===== config.mk =====
export PLATFORM = sky130hd
export DESIGN_NAME = dii_host_gateway
export DESIGN_NICKNAME = d
export VERILOG_FILES = /design/src/rtl/dii_host_gateway_pkg.sv /design/src/rtl/dii_host_gateway_rr_arbiter.sv /design/src/rtl/dii_host_gateway.sv
export SDC_FILE = /design/constraint.sdc
export NUM_CORES = 1
export LEC_CHECK = 0
export BUFFER_PORTS_ARGS = -buffer_cell sky130_fd_sc_hd__clkbuf_2
export CAP_MARGIN = 20
export CELL_PAD_IN_SITES_DETAIL_PLACEMENT = 1
export CELL_PAD_IN_SITES_GLOBAL_PLACEMENT = 2
export CORE_MARGIN = 1
export CORE_UTILIZATION = 24
export CTS_CLUSTER_SIZE = 10
export DETAILED_ROUTE_END_ITERATION = 8
export HOLD_SLACK_MARGIN = 0.02
export PLACE_DENSITY = 0.83
export RECOVER_POWER = 100
export SKIP_LAST_GASP = 1
export SYNTH_ARGS = -nofsm -noshare
export SYNTH_HDL_FRONTEND = slang
export SYNTH_SLANG_ARGS = --single-unit

===== constraint.sdc =====
create_clock -name clk -period 3.04 [get_ports clk]
set_clock_uncertainty 0.1 [all_clocks]
set_input_delay 0.608 -clock clk [delete_from_list [all_inputs] [get_ports clk]]
set_output_delay 0.608 -clock clk [all_outputs]
set_load 0.1 [all_outputs]

===== src/rtl/dii_host_gateway_pkg.sv =====
// Shared types for the multi-host DII gateway: flit layout, FSM encodings
// and small index helpers used by the gateway and its round-robin arbiter.
package dii_host_gateway_pkg;

    localparam int DII_ADDR_W = 16;

    typedef struct packed {
        logic                  valid;
        logic                  last;
        logic [DII_ADDR_W-1:0] data;
    } dii_flit;

    typedef enum logic {
        ARB_IDLE,
        ARB_LOCK
    } arb_state_t;

    typedef enum logic [1:0] {
        DS_HDR,
        DS_SEND_HDR,
        DS_PASS,
        DS_DROP
    } ds_state_t;

    // A single port still needs a one-bit index so every select stays legal.
    function automatic int idx_width(input int n);
        return (n > 1) ? $clog2(n) : 1;
    endfunction

    function automatic int wrap_inc(input int idx, input int n);
        return (idx + 1 >= n) ? 0 : idx + 1;
    endfunction

endpackage


===== src/rtl/dii_host_gateway_rr_arbiter.sv =====
// Combinational round-robin arbiter: picks the first requester at or above
// the pointer, wrapping around; intended for reuse by ring multiplexers.
module dii_rr_arbiter
    import dii_host_gateway_pkg::*;
#(
    parameter int NUM_REQ = 2,
    parameter int IDX_W   = idx_width(NUM_REQ)
) (
    input  logic [NUM_REQ-1:0] req,
    input  logic [IDX_W-1:0]   ptr,
    output logic [NUM_REQ-1:0] grant_onehot,
    output logic [IDX_W-1:0]   grant_idx,
    output logic               grant_valid
);

    logic [NUM_REQ-1:0] rotated;
    int                 grant_pos;
    int                 grant_abs;

    // Rotate so bit 0 is the pointer position; scanning downward lets the
    // lowest rotated position win without an early loop exit.
    always_comb begin
        rotated     = NUM_REQ'({req, req} >> ptr);
        grant_pos   = 0;
        grant_valid = 1'b0;
        for (int k = NUM_REQ - 1; k >= 0; k--) begin
            if (rotated[k]) begin
                grant_valid = 1'b1;
                grant_pos   = k;
            end
        end
        grant_abs = int'(ptr) + grant_pos;
        if (grant_abs >= NUM_REQ) begin
            grant_abs = grant_abs - NUM_REQ;
        end
        grant_idx    = IDX_W'(grant_abs);
        grant_onehot = grant_valid ? (NUM_REQ'(1) << grant_abs) : '0;
    end

endmodule


===== src/rtl/dii_host_gateway.sv =====
// Bridges NUM_HOSTS host DII streams to one router ext port: packet-atomic
// round-robin merge upstream, address-based routing with drop counting downstream.
module dii_host_gateway
    import dii_host_gateway_pkg::*;
#(
    parameter int                    NUM_HOSTS      = 2,
    parameter logic [DII_ADDR_W-1:0] HOST_ID_BASE   = 16'h8000,
    parameter int                    DROP_CNT_WIDTH = 16
) (
    input  logic                      clk,
    input  logic                      rst,
    input  dii_flit                   host_in [NUM_HOSTS],
    output logic [NUM_HOSTS-1:0]      host_in_ready,
    output dii_flit                   host_out [NUM_HOSTS],
    input  logic [NUM_HOSTS-1:0]      host_out_ready,
    output dii_flit                   ext_out,
    input  logic                      ext_out_ready,
    input  dii_flit                   ext_in,
    output logic                      ext_in_ready,
    output logic [DROP_CNT_WIDTH-1:0] drop_count
);

    localparam int IDX_W = idx_width(NUM_HOSTS);

    arb_state_t            arb_state;
    logic [IDX_W-1:0]      rr_ptr;
    logic [IDX_W-1:0]      lock_idx;
    logic [NUM_HOSTS-1:0]  req;
    logic [NUM_HOSTS-1:0]  arb_onehot;
    logic [IDX_W-1:0]      arb_idx;
    logic                  arb_valid;
    logic [IDX_W-1:0]      cur_idx;
    dii_flit               cur_flit;
    logic                  up_xfer;

    ds_state_t             ds_state;
    dii_flit               hdr;
    logic [IDX_W-1:0]      tgt;
    logic [DII_ADDR_W-1:0] hdr_idx;
    logic                  hdr_mapped;
    logic                  ds_xfer;
    logic                  drop_inc;

    always_comb begin
        for (int i = 0; i < NUM_HOSTS; i++) begin
            req[i] = host_in[i].valid;
        end
    end

    dii_rr_arbiter #(
        .NUM_REQ(NUM_HOSTS),
        .IDX_W  (IDX_W)
    ) u_arb (
        .req         (req),
        .ptr         (rr_ptr),
        .grant_onehot(arb_onehot),
        .grant_idx   (arb_idx),
        .grant_valid (arb_valid)
    );

    // While locked only the owning port is visible, so other valids cannot
    // interleave flits into the packet in flight.
    always_comb begin
        cur_idx       = (arb_state == ARB_LOCK) ? lock_idx : arb_idx;
        cur_flit      = host_in[cur_idx];
        ext_out       = cur_flit;
        ext_out.valid = rst && ((arb_state == ARB_LOCK) ? cur_flit.valid : arb_valid);
        host_in_ready = '0;
        if (rst) begin
            if (arb_state == ARB_LOCK) begin
                host_in_ready[lock_idx] = ext_out_ready;
            end else begin
                host_in_ready = arb_onehot & {NUM_HOSTS{ext_out_ready}};
            end
        end
        up_xfer = ext_out.valid && ext_out_ready;
    end

    always_ff @(posedge clk) begin
        if (!rst) begin
            arb_state <= ARB_IDLE;
            rr_ptr    <= '0;
            lock_idx  <= '0;
        end else if (up_xfer) begin
            if (cur_flit.last) begin
                arb_state <= ARB_IDLE;
                rr_ptr    <= IDX_W'(wrap_inc(int'(cur_idx), NUM_HOSTS));
            end else begin
                arb_state <= ARB_LOCK;
                lock_idx  <= cur_idx;
            end
        end
    end

    assign hdr_idx    = ext_in.data - HOST_ID_BASE;
    assign hdr_mapped = hdr_idx < DII_ADDR_W'(NUM_HOSTS);

    // The header is replayed from hdr one cycle later; payload bypasses
    // straight through so only the header costs latency.
    always_comb begin
        ext_in_ready = 1'b0;
        for (int i = 0; i < NUM_HOSTS; i++) begin
            host_out[i] = '0;
        end
        case (ds_state)
            DS_HDR:      ext_in_ready = !hdr.valid;
            DS_SEND_HDR: host_out[tgt] = hdr;
            DS_PASS: begin
                host_out[tgt] = ext_in;
                ext_in_ready  = host_out_ready[tgt];
            end
            DS_DROP:     ext_in_ready = 1'b1;
            default:     ext_in_ready = 1'b0;
        endcase
        if (!rst) begin
            ext_in_ready = 1'b1;
            for (int i = 0; i < NUM_HOSTS; i++) begin
                host_out[i].valid = 1'b0;
            end
        end
        ds_xfer  = ext_in.valid && ext_in_ready;
        drop_inc = ds_xfer && ext_in.last &&
                   (((ds_state == DS_HDR) && !hdr_mapped) || (ds_state == DS_DROP));
    end

    always_ff @(posedge clk) begin
        if (!rst) begin
            ds_state <= DS_HDR;
            hdr      <= '0;
            tgt      <= '0;
        end else begin
            case (ds_state)
                DS_HDR: begin
                    if (ds_xfer) begin
                        if (hdr_mapped) begin
                            hdr      <= ext_in;
                            tgt      <= IDX_W'(hdr_idx);
                            ds_state <= DS_SEND_HDR;
                        end else if (!ext_in.last) begin
                            ds_state <= DS_DROP;
                        end
                    end
                end
                DS_SEND_HDR: begin
                    if (host_out_ready[tgt]) begin
                        hdr.valid <= 1'b0;
                        ds_state  <= hdr.last ? DS_HDR : DS_PASS;
                    end
                end
                DS_PASS: begin
                    if (ds_xfer && ext_in.last) begin
                        ds_state <= DS_HDR;
                    end
                end
                DS_DROP: begin
                    if (ds_xfer && ext_in.last) begin
                        ds_state <= DS_HDR;
                    end
                end
                default: ds_state <= DS_HDR;
            endcase
        end
    end

    always_ff @(posedge clk) begin
        if (!rst) begin
            drop_count <= '0;
        end else if (drop_inc && (drop_count != '1)) begin
            drop_count <= drop_count + 1'b1;
        end
    end

endmodule


==> results of run 1 <==
[worst max-delay path, delay by kind of cell]
kind | cells | cell delay, ps
mux | 1 | 410
simple gates | 1 | 70
compound gates | 1 | 300
buf+inv | 4 | 760
[state kept, by name (all words and copies together) (netlist names)]
signal      cells
rr_ptr          1
hdr            18
ds_state        2
drop_count     16
lock_idx        1
arb_state       1
[layer usage]
metal / up-vias / track usage / wire (um) / share of wire
met2: 84 / 0.321 / 4570 / 0.52
met5: - / 0 / 0 / 0
li1: 1269 / - / - / -
met1: 1262 / 0.178 / 3510 / 0.40
met3: 11 / 0.0342 / 520 / 0.059
met4: 0 / 0.0538 / 170 / 0.019
[repair_timing]
action,4_1_cts,5_1_grt
setup buffers,0,0
endpoints found under the setup margin,0,4
resized for setup,0,1
[area by class of cell]
cell class                 instances  area [um2]
clock buffer                       7        76.3
fill                            1218        6160
multi-input combinational        225        1530
inverter                           8        30.0
clock inverter                     1        5.00
sequential                        39         781
timing repair buffer             137         980
tap                              133         166
[power by group]
group | internal (mW) | total, mW | switching [mW]
Sequential | 0.526 | 0.545 | 0.0192
Combinational | 0.295 | 1.04 | 0.750
Clock | 0.161 | 0.334 | 0.173
Total | 0.982 | 1.92 | 0.942
[synthesized netlist by cell type, drive strengths merged, types with 7 or more instances]
library cell and number:
xor2 8, clkbuf 12, a21oi 11, inv 8, nand3 11, mux2 17, o21ai 8, and3 17
nand4 8, nand2 22, mux2i 23, dfxtp 39, nor2 51, ha 7
[logic make-up after synthesis]
kind of cell	after synthesis	share of synthesized area
multiplexers	40	0.176
AO/OA/AOI/OAI	35	0.101
buffers and inverters	23	0.0370
AND/OR/NAND/NOR	133	0.288
flip-flops	39	0.325
adder cells (fa/ha/maj)	7	0.0365
XOR/XNOR	10	0.0365
[final timing paths]
path	end	slack (ps)
worst max-delay path	ext_out[4]	180
worst min-delay path	hdr[12]	390
worst max register to register	drop_count[15]	560
worst min register to register	hdr[12]	390
[metrics by stage]
| step | hold WS (ps) | util | setup TNS, ps | worst slack (ps) | power (mW) |
|---|---|---|---|---|---|
| 2_1_floorplan | 340 | - | -6550 | -392 | 1.36 |
| 3_3_place_gp | 368 | 0.418 | 0 | 312 | 1.70 |
| 3_5_place_dp | 376 | 0.418 | 0 | 211 | 1.72 |
| 4_1_cts | 388 | 0.426 | 0 | 89.9 | 2.06 |
| 5_1_grt | 400 | 0.367 | 0 | 46.6 | 2.03 |
| 6_report | 386 | 0.367 | 0 | 179 | 1.92 |
==> results.yml, run 1 <==
outcome:
  outcome: "complete, no violations"
global_routing:
  antenna_found_initial: 0
  grt_pass1_vias: 2626
  grt_pass1_wl_um: 13200
  grt_overflow: 0
  grt_max_degree: 21
  grtUsageTotal: 0.166
worst_setup_path:
  arrival_ps: 2150
  slowest_delay_ps: 410
  crit_fanout: 8
  crit_chain: "clkbuf_2 -> inv_1 -> nor2_1 -> o31ai_1 -> clkbuf_1 -> mux2_1 -> buf_12"
  cp-startpoint: "host_in[35]"
  required_ps: 2330
  cpMaxStageDelayCell: "mux2_1"
  rr_startpoint: "drop_count[0]"
  r2r_cells: 7
  crit_path_start_kind: "input pin"
  critPathKind: "input pin to output pin"
  crit_path_end_kind: "output pin"
drt:
  drcViolationCount: 0
  vias_per_cell: 4.77
  drt_first_pass_iters: 4
  ant_nets: 0
  wl_per_cell_um: 15.9
  first_iter_violations: 64
  totalWireLength_um: 8760
  num_vias: 2626
die:
  die-area_um2: 10400
  die_w_um: 102
  num_rows: 36
  die_h_um: 102
  coreArea_um2: 9730
  start_util: 0.247
  ioPinCount: 132
clock_network:
  insertion_delay_ps: 290
  cts_buffers: 5
  cts.path.max_buffers: 2
  clk_pin_slew_ps: 70
  cts-root-buf: "clkbuf_8"
  cts.sinks: 39
  h-tree-depth: 2
  hold_buffers: 0
  cts_tree: "built"
sta:
  fin_crit_ps: 2860
  slew_headroom: 0.226
  rsz0062_at_grt: "no"
  hold_viol_final: 0
  drv_slew: 0
  finalSetupViolations: 0
  fmax_mhz: 350
  fin_crit_sh: 0.941
  worstMarginPinSlew_ps: 1170
synth:
  synth_top_area_frac: 0.325
  async_reset_ff_frac: 0
  ys_seq_elements: 39
  synth_edf_count: 0
  synth_nets: 353
  yosysTopAreaCell: "dfxtp_1"
  synth_flop_cell: "dfxtp_1"
  yosysSeqAreaShare: 0.325
  yosys_warnings: 0
  syn_area_per_cell_um2: 8.36
  synth_area_um2: 2400
  synthTopCellsByArea: "dfxtp_1, mux2i_1, nor2_1"
  ys_types: 42
  syn-instance-count: 287
layout:
  nets: 482
  drive_above_1_share: 0.341
  final_common_cell: "clkbuf_2"
  syn2layout_area_growth_pct: 48.7
  stdcell_area_um2: 3570
  final_cells: 550
  antennaDiodeCount: 0
  final_cell_mix: "clkbuf_2, nor2_1, dfxtp_1"
power_and_ir_drop:
  ir_worst_vdd_uv: 241
  powerDensity_nw_per_um2: 539
  p_leak_nw: 1.53
placed_design:
  dp_cells: 542
  postPlaceCellArea_um2: 4060
  dp_hpwl_um: 7140
  gp_congestion: 0.738
  port_buffers: 131
worst_hold_path:
  holdPathStages: 1
  min_path_type: "flip-flop to flip-flop"
  worstHoldStart: "hdr[12]"
run:
  max-cap-violations: 0
(Power assumes the default switching activity.)
==> inputs of run 2 (changes only) <==
--- a/config.mk
+++ b/config.mk
@@ -5,16 +5,17 @@
 export SDC_FILE = /design/constraint.sdc
 export NUM_CORES = 1
 export LEC_CHECK = 0
+export ABC_AREA = 1
 export BUFFER_PORTS_ARGS = -buffer_cell sky130_fd_sc_hd__clkbuf_2
 export CAP_MARGIN = 20
 export CELL_PAD_IN_SITES_DETAIL_PLACEMENT = 1
 export CELL_PAD_IN_SITES_GLOBAL_PLACEMENT = 2
 export CORE_MARGIN = 1
-export CORE_UTILIZATION = 24
+export CORE_UTILIZATION = 22
 export CTS_CLUSTER_SIZE = 10
 export DETAILED_ROUTE_END_ITERATION = 8
 export HOLD_SLACK_MARGIN = 0.02
-export PLACE_DENSITY = 0.83
+export PLACE_DENSITY = 0.82
 export RECOVER_POWER = 100
 export SKIP_LAST_GASP = 1
 export SYNTH_ARGS = -nofsm -noshare
==> run 2 against run 1 <==
Against the previous run: sequential cell count stayed put; largest power group unchanged; count of clock-buffer cells in the layout down 1; maximum frequency up 0.64%; critical endpoint is now host_out[10]; the flow now finishes with violations (design-rule violations); routed wire length grew 5.6%.
==> results.yml, run 2 <==
sta:
  hold_viol_final: 0
  fin_crit_ps: 2840
  fmax_mhz: 352
  rsz0062_at_grt: "no"
  worstMarginPinSlew_ps: 1180
  worst_slack_ps: 198
  drv_slew: 0
  fin_crit_sh: 0.935
  tns_ps: 0
  finalSetupViolations: 0
  slew_headroom: 0.217
die:
  die-area_um2: 12500
  die_w_um: 112
  die_h_um: 112
  ioPinCount: 132
  coreArea_um2: 11600
  num_rows: 39
  start_util: 0.229
layout:
  largest_reg_flops: 18
  nets: 626
  syn2layout_area_growth_pct: 43.7
  antennaDiodeCount: 0
  final_cell_mix: "nand2_1, clkbuf_2, inv_1"
  final_common_cell: "nand2_1"
  largest-register: "hdr"
  largestRegisters: "hdr: 18 flops, drop_count: 16 flops, ds_state: 2 flops"
  drive_above_1_share: 0.286
  fillers: 1526
worst_setup_path:
  crit_buf_inv: 3
  slowest_delay_ps: 490
  cpLargestDelayFamily: "buffers and inverters"
  required_ps: 2330
  arrival_ps: 2130
  crit_chain: "inv_1 -> ha_1 -> buf_12 -> mux2i_1 -> nor2_2 -> clkbuf_4"
  crit_fanout: 19
  r2r_end: "drop_count[0]"
  crit_path_start_kind: "flip-flop"
  worst-r2r-setup-slack_ps: 420
  crit_path_end_kind: "output pin"
  r2r_cells: 11
  rr_startpoint: "ds_state[0]"
  critPathKind: "flip-flop to output pin"
  cpMaxStageDelayCell: "ha_1"
synth:
  syn-instance-count: 432
  synth_fa_ha_area_frac: 0.0331
  synth_mux_area_frac: 0.0303
  synth_simple_gate_area_frac: 0.406
  synth_flop_cell: "dfxtp_1"
  syn_area_per_cell_um2: 6.13
  synthMostInstantiatedCell: "nand2_1"
  synth_top_area_frac: 0.295
  synth_xor_area_frac: 0.0430
  synth_compound_area_frac: 0.0856
  yosysSeqAreaShare: 0.295
  synth_nets: 498
  yosysTopAreaCell: "dfxtp_1"
  ys_types: 31
  synth_top_family_by_area: "simple AND/OR/NAND/NOR gates"
  synthTopCellsByArea: "dfxtp_1, nand2_1, nor2_1"
  yosys_warnings: 0
  synth_top_cells_by_count: "nand2_1, nor2_1, inv_1, nand3_1, dfxtp_1"
  synth_edf_count: 0
  async_reset_ff_frac: 0
  synth_area_um2: 2650
  ys_seq_elements: 39
global_routing:
  grt_pass1_vias: 3258
  grt_max_degree: 24
  grt_overflow: 0
  antenna_found_initial: 0
  grtUsageTotal: 0.150
  grt_pass1_wl_um: 15600
placed_design:
  dp_hpwl_um: 7470
  preCtsSetupSlack_ps: 278
  gp_congestion: 0.785
  port_buffers: 131
clock_network:
  cts.repair.resized: 0
  hold_buffers: 0
  cts.path.max_buffers: 2
  cts.sinks: 39
  clk_pin_slew_ps: 60
  cts-root-buf: "clkbuf_16"
  postCtsSetupBuffers: 0
  cts_buffers: 5
  h-tree-depth: 2
  insertion_delay_ps: 280
  cts_tree: "built"
worst_hold_path:
  whs_endpoint: "hdr[14]"
  holdPathStages: 2
  min_path_type: "flip-flop to flip-flop"
  worstHoldStart: "hdr[14]"
drt:
  wl_per_cell_um: 13.2
  ant_nets: 0
  first_iter_violations: 93
  drt_first_pass_iters: 6
  drcViolationCount: 12
  num_vias: 3118
  totalWireLength_um: 9260
  vias_per_cell: 4.44
run:
  max-cap-violations: 0
outcome:
  violations: "design-rule violations"
  outcome: "complete, but fails checks"
power_and_ir_drop:
  p_leak_nw: 1.88
  ir_worst_vdd_uv: 230
  powerDensity_nw_per_um2: 697
## run 2: final cells by class
class,instances,area (um2),share of cell area
timing repair buffer,137,867,0.228
tap,143,179,0.0471
multi-input combinational,323,1630,0.428
sequential,39,781,0.205
clock buffer,6,139,0.0365
inverter,54,203,0.0533
clock inverter,1,5.00,0.00132
## run 2: tightest hold or removal path, stage by stage, from the launching register on
cell,delay [ps]
dfxtp_1,300
nand3_1,70
inv_1,40
## run 2: cells by family after synthesis
group                    after synthesis
adder cells (fa/ha/maj)                7
AO/OA/AOI/OAI                         44
buffers and inverters                 70
multiplexers                           8
XOR/XNOR                              13
flip-flops                            39
AND/OR/NAND/NOR                      251
## run 2: where the power goes
part	switching (mW)	internal, mW	total [mW]
sequential	0.0251	0.531	0.556
combinational	1.19	0.375	1.57
clock	0.204	0.320	0.524
total	1.42	1.23	2.65
## run 2: how the worst max path moves through the flow
stage                 from             to  slack (ps)  cells after the start
2_1_floorplan          rst   host_out[17]        -230                      5
3_3_place_gp   host_in[35]     ext_out[2]         400                     10
3_5_place_dp   host_in[35]     ext_out[0]         280                     10
4_1_cts        ds_state[0]   host_out[19]         170                      6
5_1_grt        ds_state[0]  drop_count[0]          60                     11
6_report       ds_state[0]   host_out[10]         200                      6
## run 2: through the flow
stage                     utilization  instances  instance area, um2  total power [mW]  hold slack [ps]
final                           0.329        703                3800              2.65              352
after global routing            0.329        703                3800              2.80              377
after CTS                       0.386        703                4470              2.92              355
after detailed placement        0.374        696                4320              2.39              346
after global placement          0.374        696                4320              2.36              340
after floorplan                     -        432                2710              1.78              330
## run 2: metal layers
layer	vias to the layer above	wire, um	track usage
met4	0	78	0.0333
met2	75	4450	0.270
li1	1609	-	-
met5	-	0	0
met3	7	476	0.0212
met1	1427	4260	0.189
==> inputs of run 3 (changes only) <==
==> constraint.sdc (replaced) <==
create_clock -name clk -period 3.02 [get_ports clk]
set_clock_uncertainty 0.1 [all_clocks]
set_input_delay 0.604 -clock clk [delete_from_list [all_inputs] [get_ports clk]]
set_output_delay 0.604 -clock clk [all_outputs]
set_load 0.1 [all_outputs]
==> run 3 against run 2 <==
Against the previous run: the run still ends with design-rule violations left; via count increased by 1.6%; cell area about the same; total power up 2.4%; count of clock-buffer cells in the layout shrank 1; final cell count increased by 0.28%; setup slack better by 8.1 ps; sequential share of layout area is essentially flat; clock power is 15% higher; global-route usage grew 0.28 points; sequential power is 0.7% higher; register-to-register slack improved by 20 ps; combinational power about the same; critical endpoint is now host_out[13].
==> results.yml, run 3 (synthesized netlist as in run 2, its figures left out) <==
drt:
  drt_first_pass_iters: 6
  num_vias: 3169
  ant_nets: 0
  vias_per_cell: 4.50
  first_iter_violations: 103
  wl_per_cell_um: 13.6
  drcViolationCount: 12
  totalWireLength_um: 9570
worst_hold_path:
  worstHoldStart: "hdr[13]"
  min_path_type: "flip-flop to flip-flop"
global_routing:
  antenna_found_initial: 0
  grt_overflow: 0
  grt_max_degree: 28
  grt_pass1_vias: 3304
  grt_pass1_wl_um: 15800
  grtUsageTotal: 0.153
power_and_ir_drop:
  pwr-share-comb: 0.571
  power_mw: 2.71
  seqPwrFrac: 0.206
  switching_share: 0.531
  ir_worst_vdd_uv: 246
  p_leak_nw: 1.89
  switchingPower_mw: 1.44
  clkPwrFrac: 0.223
  powerDensity_nw_per_um2: 714
  p_int_mw: 1.27
run:
  max-cap-violations: 0
worst_setup_path:
  cpMaxStageDelayCell: "clkbuf_2"
  crit_path_start_kind: "flip-flop"
  crit_buf_inv: 3
  critPathKind: "flip-flop to output pin"
  cp-startpoint: "ds_state[0]"
  required_ps: 2320
  crit_fanout: 27
  arrival_ps: 2110
  cpLargestDelayFamily: "buffers and inverters"
  crit_chain: "inv_1 -> ha_1 -> buf_4 -> nand2_1 -> o21ai_0 -> nor2_1 -> clkbuf_2"
  slowest_delay_ps: 480
  rr_startpoint: "ds_state[0]"
  crit_path_end_kind: "output pin"
clock_network:
  cts.repair.resized: 0
  cts.path.max_buffers: 2
  cts_buffers: 5
  hold_buffers: 0
  clk_pin_slew_ps: 70
  h-tree-depth: 2
  postCtsSetupBuffers: 0
  cts.sinks: 39
  cts-root-buf: "clkbuf_16"
  cts_tree: "built"
  insertion_delay_ps: 280
placed_design:
  postPlaceCellArea_um2: 4340
  gp_congestion: 0.793
  dp_hpwl_um: 7750
  port_buffers: 131
die:
  coreArea_um2: 11600
  ioPinCount: 132
  start_util: 0.229
  die_h_um: 112
  num_rows: 39
  die_w_um: 112
  die-area_um2: 12500
layout:
  syn2layout_area_growth_pct: 43.6
  largest-register: "hdr"
  largest_reg_flops: 18
  drive_above_1_share: 0.288
  final_cell_mix: "nand2_1, clkbuf_2, nor2_1"
  largestRegisters: "hdr: 18 flops, drop_count: 16 flops, ds_state: 2 flops"
  stdcell_area_um2: 3800
  final_util: 0.329
  final_common_cell: "nand2_1"
  nets: 627
  antennaDiodeCount: 0
sta:
  finalSetupViolations: 0
  hold_viol_final: 0
  fmax_mhz: 355
  tns_ps: 0
  fin_crit_sh: 0.932
  slew_headroom: 0.220
  worstMarginPinSlew_ps: 1180
  whs_ps: 354
  drv_slew: 0
  fin_crit_ps: 2810
  rsz0062_at_grt: "no"
outcome:
  outcome: "complete, but fails checks"
  violations: "design-rule violations"
[run 3: stage by stage]
step	std cells	worst slack (ps)
3_3_place_gp	697	383
6_report	705	206
5_1_grt	705	47.7
3_5_place_dp	697	134
4_1_cts	705	170
2_1_floorplan	432	-237
[run 3: final cells by class]
| type | count | area [um2] |
|---|---|---|
| fillers | 1543 | 7760 |
| multi-input cells | 323 | 1630 |
| repair buffers | 138 | 842 |
| flip-flops and latches | 39 | 781 |
| inverters | 54 | 203 |
| well taps | 143 | 179 |
| clock buffers | 5 | 125 |
| clock inverters | 3 | 43.8 |
[run 3: worst reg2reg max path, delay by kind of cell (launching register included)]
kind / cells / cell delay [ps]
compound gates: 1 / 150
fa+ha+maj: 1 / 170
buf+inv: 3 / 760
flops: 1 / 360
simple gates: 7 / 980
[run 3: path summary, 6_finish.rpt]
kind | endpoint | slack [ps] | cells after the start
hold / removal | hdr[13] | 350 | 2
hold reg to reg | hdr[13] | 350 | 2
setup / recovery | host_out[13] | 210 | 7
setup reg to reg | drop_count[7] | 440 | 12
[run 3: power by group through the flow]
stage               Clock, mW  Combinational [mW]  Sequential [mW]
finish                  0.605                1.55            0.560
global route            0.646                1.65            0.564
CTS                     0.627                1.83            0.561
detailed placement          0                1.83            0.572
global placement            0                1.79            0.569
floorplan                   0                1.19            0.603
[run 3: layer usage]
metal | wire length [um] | global-route usage | vias up | part of all wire
li1 | - | - | 1612 | -
met2 | 4830 | 0.289 | 82 | 0.50
met5 | 0 | 0 | - | 0
met1 | 4180 | 0.183 | 1465 | 0.44
met4 | 96 | 0.0270 | 0 | 0.010
met3 | 462 | 0.0234 | 10 | 0.048
